## config.mk

```make
export PLATFORM = sky130hd
export DESIGN_NAME = cam_capture_core
export DESIGN_NICKNAME = d
export VERILOG_FILES = /design/src/rtl/cam_capture_core.sv
export SDC_FILE = /design/constraint.sdc
export NUM_CORES = 1
export LEC_CHECK = 0
export ABC_AREA = 0
export CAP_MARGIN = 10
export CORE_ASPECT_RATIO = 1.25
export CORE_UTILIZATION = 35
export CTS_CLUSTER_DIAMETER = 150
export DETAILED_ROUTE_END_ITERATION = 10
export PLACE_DENSITY_LB_ADDON = 0.05
export SYNTH_ARGS = -nofsm -noshare
export SYNTH_HDL_FRONTEND = slang
export SYNTH_SLANG_ARGS = --single-unit
```

## constraint.sdc

```tcl
create_clock -name pclk -period 3.2 [get_ports pclk]
set_clock_uncertainty 0.2 [all_clocks]
set_input_delay 0.32 -clock pclk [delete_from_list [all_inputs] [get_ports pclk]]
set_output_delay 0.32 -clock pclk [all_outputs]
set_load 0.005 [all_outputs]
```

## src/rtl/cam_capture_core.sv

```systemverilog
// cam_capture_core: parallel camera capture front end.
// Assembles BPP bus beats into one pixel and tracks the pixel column and line.
// Frame sequencing: IDLE -> VBLANK -> ACTIVE (captured) or SKIP (dropped).
//
// Ports
//   pclk, rst_n    : pixel clock; asynchronous active-low reset
//   vsync, href, d : camera frame sync (polarity VSYNC_POL), line valid, data
//   enable, skip   : allow new frames; number of frames dropped after each capture
//   pixel_data/x/y : assembled pixel and its column and line, qualified by pixel_valid
//   sof, eol       : start-of-frame strobe (with first pixel) and end-of-line strobe
//   frame_done     : end of a captured frame
//   line_err       : line ended mid-pixel, overflowed, or had a different length than line 0
//   frame_count    : number of captured frames, wraps at 16 bits
module cam_capture_core #(
  parameter int unsigned IN_W      = 8,
  parameter int unsigned BPP       = 2,
  parameter int unsigned X_BITS    = 11,
  parameter int unsigned Y_BITS    = 10,
  parameter int unsigned VSYNC_POL = 1,
  parameter int unsigned SWAP      = 0
) (
  input  logic                pclk,
  input  logic                rst_n,
  input  logic                vsync,
  input  logic                href,
  input  logic [IN_W-1:0]     d,
  input  logic                enable,
  input  logic [3:0]          skip,
  output logic [IN_W*BPP-1:0] pixel_data,
  output logic                pixel_valid,
  output logic [X_BITS-1:0]   pixel_x,
  output logic [Y_BITS-1:0]   pixel_y,
  output logic                sof,
  output logic                eol,
  output logic                frame_done,
  output logic                line_err,
  output logic [15:0]         frame_count
);

  localparam int unsigned PW = IN_W * BPP;
  localparam int unsigned BW = (BPP > 1) ? $clog2(BPP) : 1;

  typedef enum logic [1:0] {StIdle, StVblank, StActive, StSkip} state_e;

  state_e state_q, state_d;

  logic              vs_act, vs_q, href_q;
  logic              vs_rise, vs_fall;
  logic [BW-1:0]     beat_q;
  logic [PW-1:0]     sh_q, sh_nxt;
  logic [X_BITS:0]   lp_q, ref_q;   // pixels on this line / on line 0, saturating
  logic              have_ref_q, ovf_q, first_q;
  logic [Y_BITS-1:0] y_cnt_q;
  logic [3:0]        skip_cnt_q;
  logic              last_beat, capturing, beat_en, pix_done, line_end;
  logic              frame_start, frame_end, skip_end;

  assign vs_act  = (vsync == 1'(VSYNC_POL));
  assign vs_rise = vs_act & ~vs_q;
  assign vs_fall = ~vs_act & vs_q;

  always_comb begin
    state_d = state_q;
    unique case (state_q)
      StIdle:           if (vs_rise) state_d = StVblank;
      StVblank:         if (vs_fall) state_d = (enable && skip_cnt_q == '0) ? StActive : StSkip;
      StActive, StSkip: if (vs_rise) state_d = StVblank;
      default:          state_d = StIdle;
    endcase
  end

  always_ff @(posedge pclk or negedge rst_n) begin
    if (!rst_n) state_q <= StIdle;
    else        state_q <= state_d;
  end

  assign frame_start = (state_q == StVblank) && (state_d == StActive);
  assign frame_end   = (state_q == StActive) && vs_rise;
  assign skip_end    = (state_q == StSkip) && vs_rise;
  // A vs_act rise wins over href, so a line cut short by vsync produces no pixel or eol.
  assign capturing   = (state_q == StActive) && !vs_act;
  assign beat_en     = capturing && href;
  assign last_beat   = (beat_q == BW'(BPP - 1));
  assign pix_done    = beat_en && last_beat;
  assign line_end    = capturing && href_q && !href;

  always_comb begin
    if (SWAP == 0) sh_nxt = (sh_q << IN_W) | PW'(d);
    else           sh_nxt = (sh_q >> IN_W) | (PW'(d) << (PW - IN_W));
  end

  always_ff @(posedge pclk or negedge rst_n) begin
    if (!rst_n) begin
      // vs_q starts "active" so a vsync already asserted at release is not taken as a rise.
      vs_q        <= 1'b1;
      href_q      <= 1'b0;
      beat_q      <= '0;
      sh_q        <= '0;
      lp_q        <= '0;
      ref_q       <= '0;
      have_ref_q  <= 1'b0;
      ovf_q       <= 1'b0;
      first_q     <= 1'b0;
      y_cnt_q     <= '0;
      skip_cnt_q  <= '0;
      pixel_data  <= '0;
      pixel_valid <= 1'b0;
      pixel_x     <= '0;
      pixel_y     <= '0;
      sof         <= 1'b0;
      eol         <= 1'b0;
      frame_done  <= 1'b0;
      line_err    <= 1'b0;
      frame_count <= '0;
    end else begin
      vs_q        <= vs_act;
      href_q      <= href;
      pixel_valid <= 1'b0;
      sof         <= 1'b0;
      eol         <= 1'b0;
      frame_done  <= 1'b0;
      line_err    <= 1'b0;

      if (beat_en) begin
        sh_q   <= sh_nxt;
        beat_q <= last_beat ? '0 : beat_q + BW'(1);
      end else begin
        beat_q <= '0;
      end

      if (pix_done) begin
        pixel_data  <= sh_nxt;
        pixel_valid <= 1'b1;
        pixel_x     <= lp_q[X_BITS] ? {X_BITS{1'b1}} : lp_q[X_BITS-1:0];
        pixel_y     <= y_cnt_q;
        sof         <= first_q;
        first_q     <= 1'b0;
        if (lp_q[X_BITS]) ovf_q <= 1'b1;
        else              lp_q  <= lp_q + (X_BITS + 1)'(1);
      end

      if (line_end) begin
        if (lp_q != '0) begin
          eol      <= 1'b1;
          line_err <= (beat_q != '0) || ovf_q || (have_ref_q && lp_q != ref_q);
          if (!have_ref_q) begin
            ref_q      <= lp_q;
            have_ref_q <= 1'b1;
          end
          if (y_cnt_q != '1) y_cnt_q <= y_cnt_q + Y_BITS'(1);
        end
        lp_q  <= '0;
        ovf_q <= 1'b0;
      end

      if (frame_start) begin
        y_cnt_q    <= '0;
        have_ref_q <= 1'b0;
        lp_q       <= '0;
        ovf_q      <= 1'b0;
        first_q    <= 1'b1;
      end

      if (frame_end) begin
        frame_done  <= 1'b1;
        frame_count <= frame_count + 16'd1;
        skip_cnt_q  <= skip;
        lp_q        <= '0;
        ovf_q       <= 1'b0;
        first_q     <= 1'b0;
      end

      if (skip_end && skip_cnt_q != '0) skip_cnt_q <= skip_cnt_q - 4'd1;
    end
  end

endmodule

```

==> results_dict.tcl <==
set metrics [dict create \
    clock_latency_ns 0.35 \
    yosysUniqueCellTypes 49 \
    final.setup.tns_ns 0 \
    die_h_um 134 \
    min_period_over_period 0.776 \
    avgSynthCellArea_um2 10.2 \
    endpoint_kind "flip-flop" \
    grt_start_max_net_pins 61 \
    grt_pass1_wl_um 17700 \
    grt.total_usage 0.157 \
    p_leak_nw 2.92 \
    wl_per_cell_um 14.5 \
    final_cell_mix "nand2_1, dfrtp_1, clkdlybuf4s50_1" \
    numCtsBuffers 9 \
    start_kind "flip-flop" \
    power_mw 3.08 \
    synthesis.area_um2 4890 \
    hold_slack_ns 0.267 \
    cp.required_ns 3.22 \
    power.switching_mw 0.737 \
    p_sw_frac 0.240 \
    port-buffer-count 74 \
    clockBufferDepth 2 \
    internal_power_mw 2.34 \
    outcome "finished clean" \
    clk_pin_slew_ns 0.07 \
    finalMaxSlewViolations 0 \
    cap_violations 0 \
    seq_area_frac_synth 0.573 \
    antenna_cells 0 \
    yosysWarnings 0 \
    drive_gt1_frac 0.0901 \
    min_period_ns 2.48 \
    pwr-share-comb 0.100 \
    peakVddDrop_uv 225 \
    viasPerCell 4.92 \
    cts_setup_buffers 0 \
    die_w_um 108 \
    pwr-share-seq 0.519 \
    worst_pin_slew_ns 0.675 \
    fin_ws_ns 0.715 \
    dpl_cell_area_um2 5810 \
    grt_remaining_overflow 0 \
    gr-usage-met3 0.0306 \
    rows 47 \
    die_area_um2 14500 \
    hold_buffers 1 \
    power_density_nw_per_um2 501 \
    first_pass_iters 4 \
    cts_tree "done" \
    areaGrowthSynthToFinish_pct 25.4 \
    hpwl_um 7420 \
    async_flop_share 1.00 \
    first_global_vias 3564 \
    grt_util_met1 0.199 \
    cts-root-buf "clkbuf_16" \
    finalNetCount 573 \
    synth_edf_count 0 \
    via_count 3573 \
    fin_area_um2 6140 \
    rsz0062_at_grt "no" \
    start_util 0.363 \
    slew_headroom 0.550 \
    synth-main-ff-cell "dfrtp_1" \
    drt_first_iter_violations 186 \
    cp_max_fo 15 \
    htree_levels 3 \
    synth_nets 503 \
    cp_data_arrival_time_ns 2.51 \
    synthCells 480 \
    place_ws_ns 0.482 \
    wl_um 10500 \
    setup_viol 0 \
    min_path_type "reg2reg" \
    core_area_um2 13500 \
    grt_antenna_before_repair 0 \
    fmax_mhz 402 \
    hold_violations 0 \
    clock_sinks 112 \
    antenna_left 0 \
    drc 0 \
    synth_seq_cells 112 \
    gp_congestion 0.785 \
    post_cts_resized 0 \
    globalRoute.busiestLayer "met2" \
    pwr-share-clk 0.381 \
    pin_count 75 \
    path_class "reg2reg" \
    use_met2 0.262 \
]
[synth_stat cells, types with 2 or more instances]
| master | number | share of area |
|---|---|---|
| nor2_1 | 39 | 0.030 |
| ha_1 | 6 | 0.015 |
| mux2_4 | 3 | 0.0092 |
| inv_1 | 9 | 0.0069 |
| buf_2 | 6 | 0.0061 |
| and4_1 | 2 | 0.0036 |
| mux2i_1 | 3 | 0.0061 |
| clkbuf_2 | 2 | 0.0020 |
| nand3_1 | 17 | 0.017 |
| a221o_1 | 2 | 0.0041 |
| nand3b_1 | 4 | 0.0061 |
| and3_1 | 8 | 0.010 |
| nor2b_1 | 4 | 0.0051 |
| a21oi_1 | 9 | 0.0092 |
| xor2_1 | 19 | 0.034 |
| nor3_1 | 9 | 0.0092 |
| o21ai_0 | 23 | 0.024 |
| xnor2_1 | 18 | 0.032 |
| nor4_1 | 6 | 0.0077 |
| or3_1 | 9 | 0.012 |
| dfrtp_1 | 111 | 0.57 |
| nand2_1 | 111 | 0.085 |
| nand4_1 | 9 | 0.012 |
| clkbuf_1 | 13 | 0.010 |
| buf_1 | 2 | 0.0015 |
| mux2_2 | 13 | 0.030 |
[area by class of cell]
cell class	instances	area [um^2]
timing repair buffer	83	821
fill	1308	7330
clock buffer	12	267
sequential	112	2800
clock inverter	4	48.8
inverter	10	37.5
multi-input combinational	334	1950
tap	171	214
[metrics by stage]
step | utilization | cells
after floorplan | - | 480
after global placement | 0.432 | 709
after detailed placement | 0.432 | 709
after CTS | 0.456 | 726
after global routing | 0.456 | 726
final | 0.456 | 726
[flip-flops by register name, summed over array words and instances, names as in the netlist, 2 cells and up]
register / flops
lp_q: 12
pixel_data: 16
skip_cnt_q: 4
state_q: 2
ref_q: 12
y_cnt_q: 10
frame_count: 16
pixel_x: 11
sh_q: 8
pixel_y: 10
[per-layer routing]
| metal | routed length [um] | part of all wire | up-vias |
|---|---|---|---|
| met4 | 202 | 0.019 | 0 |
| met2 | 5070 | 0.48 | 69 |
| met1 | 4860 | 0.46 | 1746 |
| met5 | 0 | 0 | - |
| li1 | - | - | 1743 |
| met3 | 379 | 0.036 | 15 |
[power groups by stage]
stage                     sequential [mW]  combinational, mW  clock (mW)
after floorplan                      1.60              0.185           0
after global placement               1.62              0.304           0
after detailed placement             1.62              0.310           0
after CTS                            1.60              0.313        1.21
after global routing                 1.61              0.350        1.27
final                                1.59              0.308        1.17
[final timing paths]
kind                            startpoint              to  slack, ns  cells past startpoint
worst max-delay path               lp_q[0]        ref_q[8]       0.72                      6
worst min-delay path               sh_q[5]  pixel_data[13]       0.27                      2
worst max register to register     lp_q[0]        ref_q[8]       0.72                      6
worst min register to register     sh_q[5]  pixel_data[13]       0.27                      2
max in group asynchronous            rst_n        ref_q[8]       1.69                      3
min in group asynchronous            rst_n   pixel_data[0]       0.34                      2
[logic make-up after synthesis]
| group | count (synthesis) | share of synthesized area |
|---|---|---|
| XOR/XNOR | 37 | 0.0662 |
| adder cells (fa/ha/maj) | 6 | 0.0153 |
| AO/OA/AOI/OAI | 41 | 0.0493 |
| flip-flops | 112 | 0.573 |
| buffers and inverters | 34 | 0.0297 |
| multiplexers | 20 | 0.0475 |
| AND/OR/NAND/NOR | 230 | 0.219 |
[worst max-delay path, stage by stage, from the launching register on]
cell and delay (ns):
dfrtp_1 0.46, inv_1 0.12, ha_1 0.22, nor4b_1 0.14, and3_1 0.24, or3_1 0.58, mux2_1 0.40
Note: power is estimated with default switching activity, not from simulation.
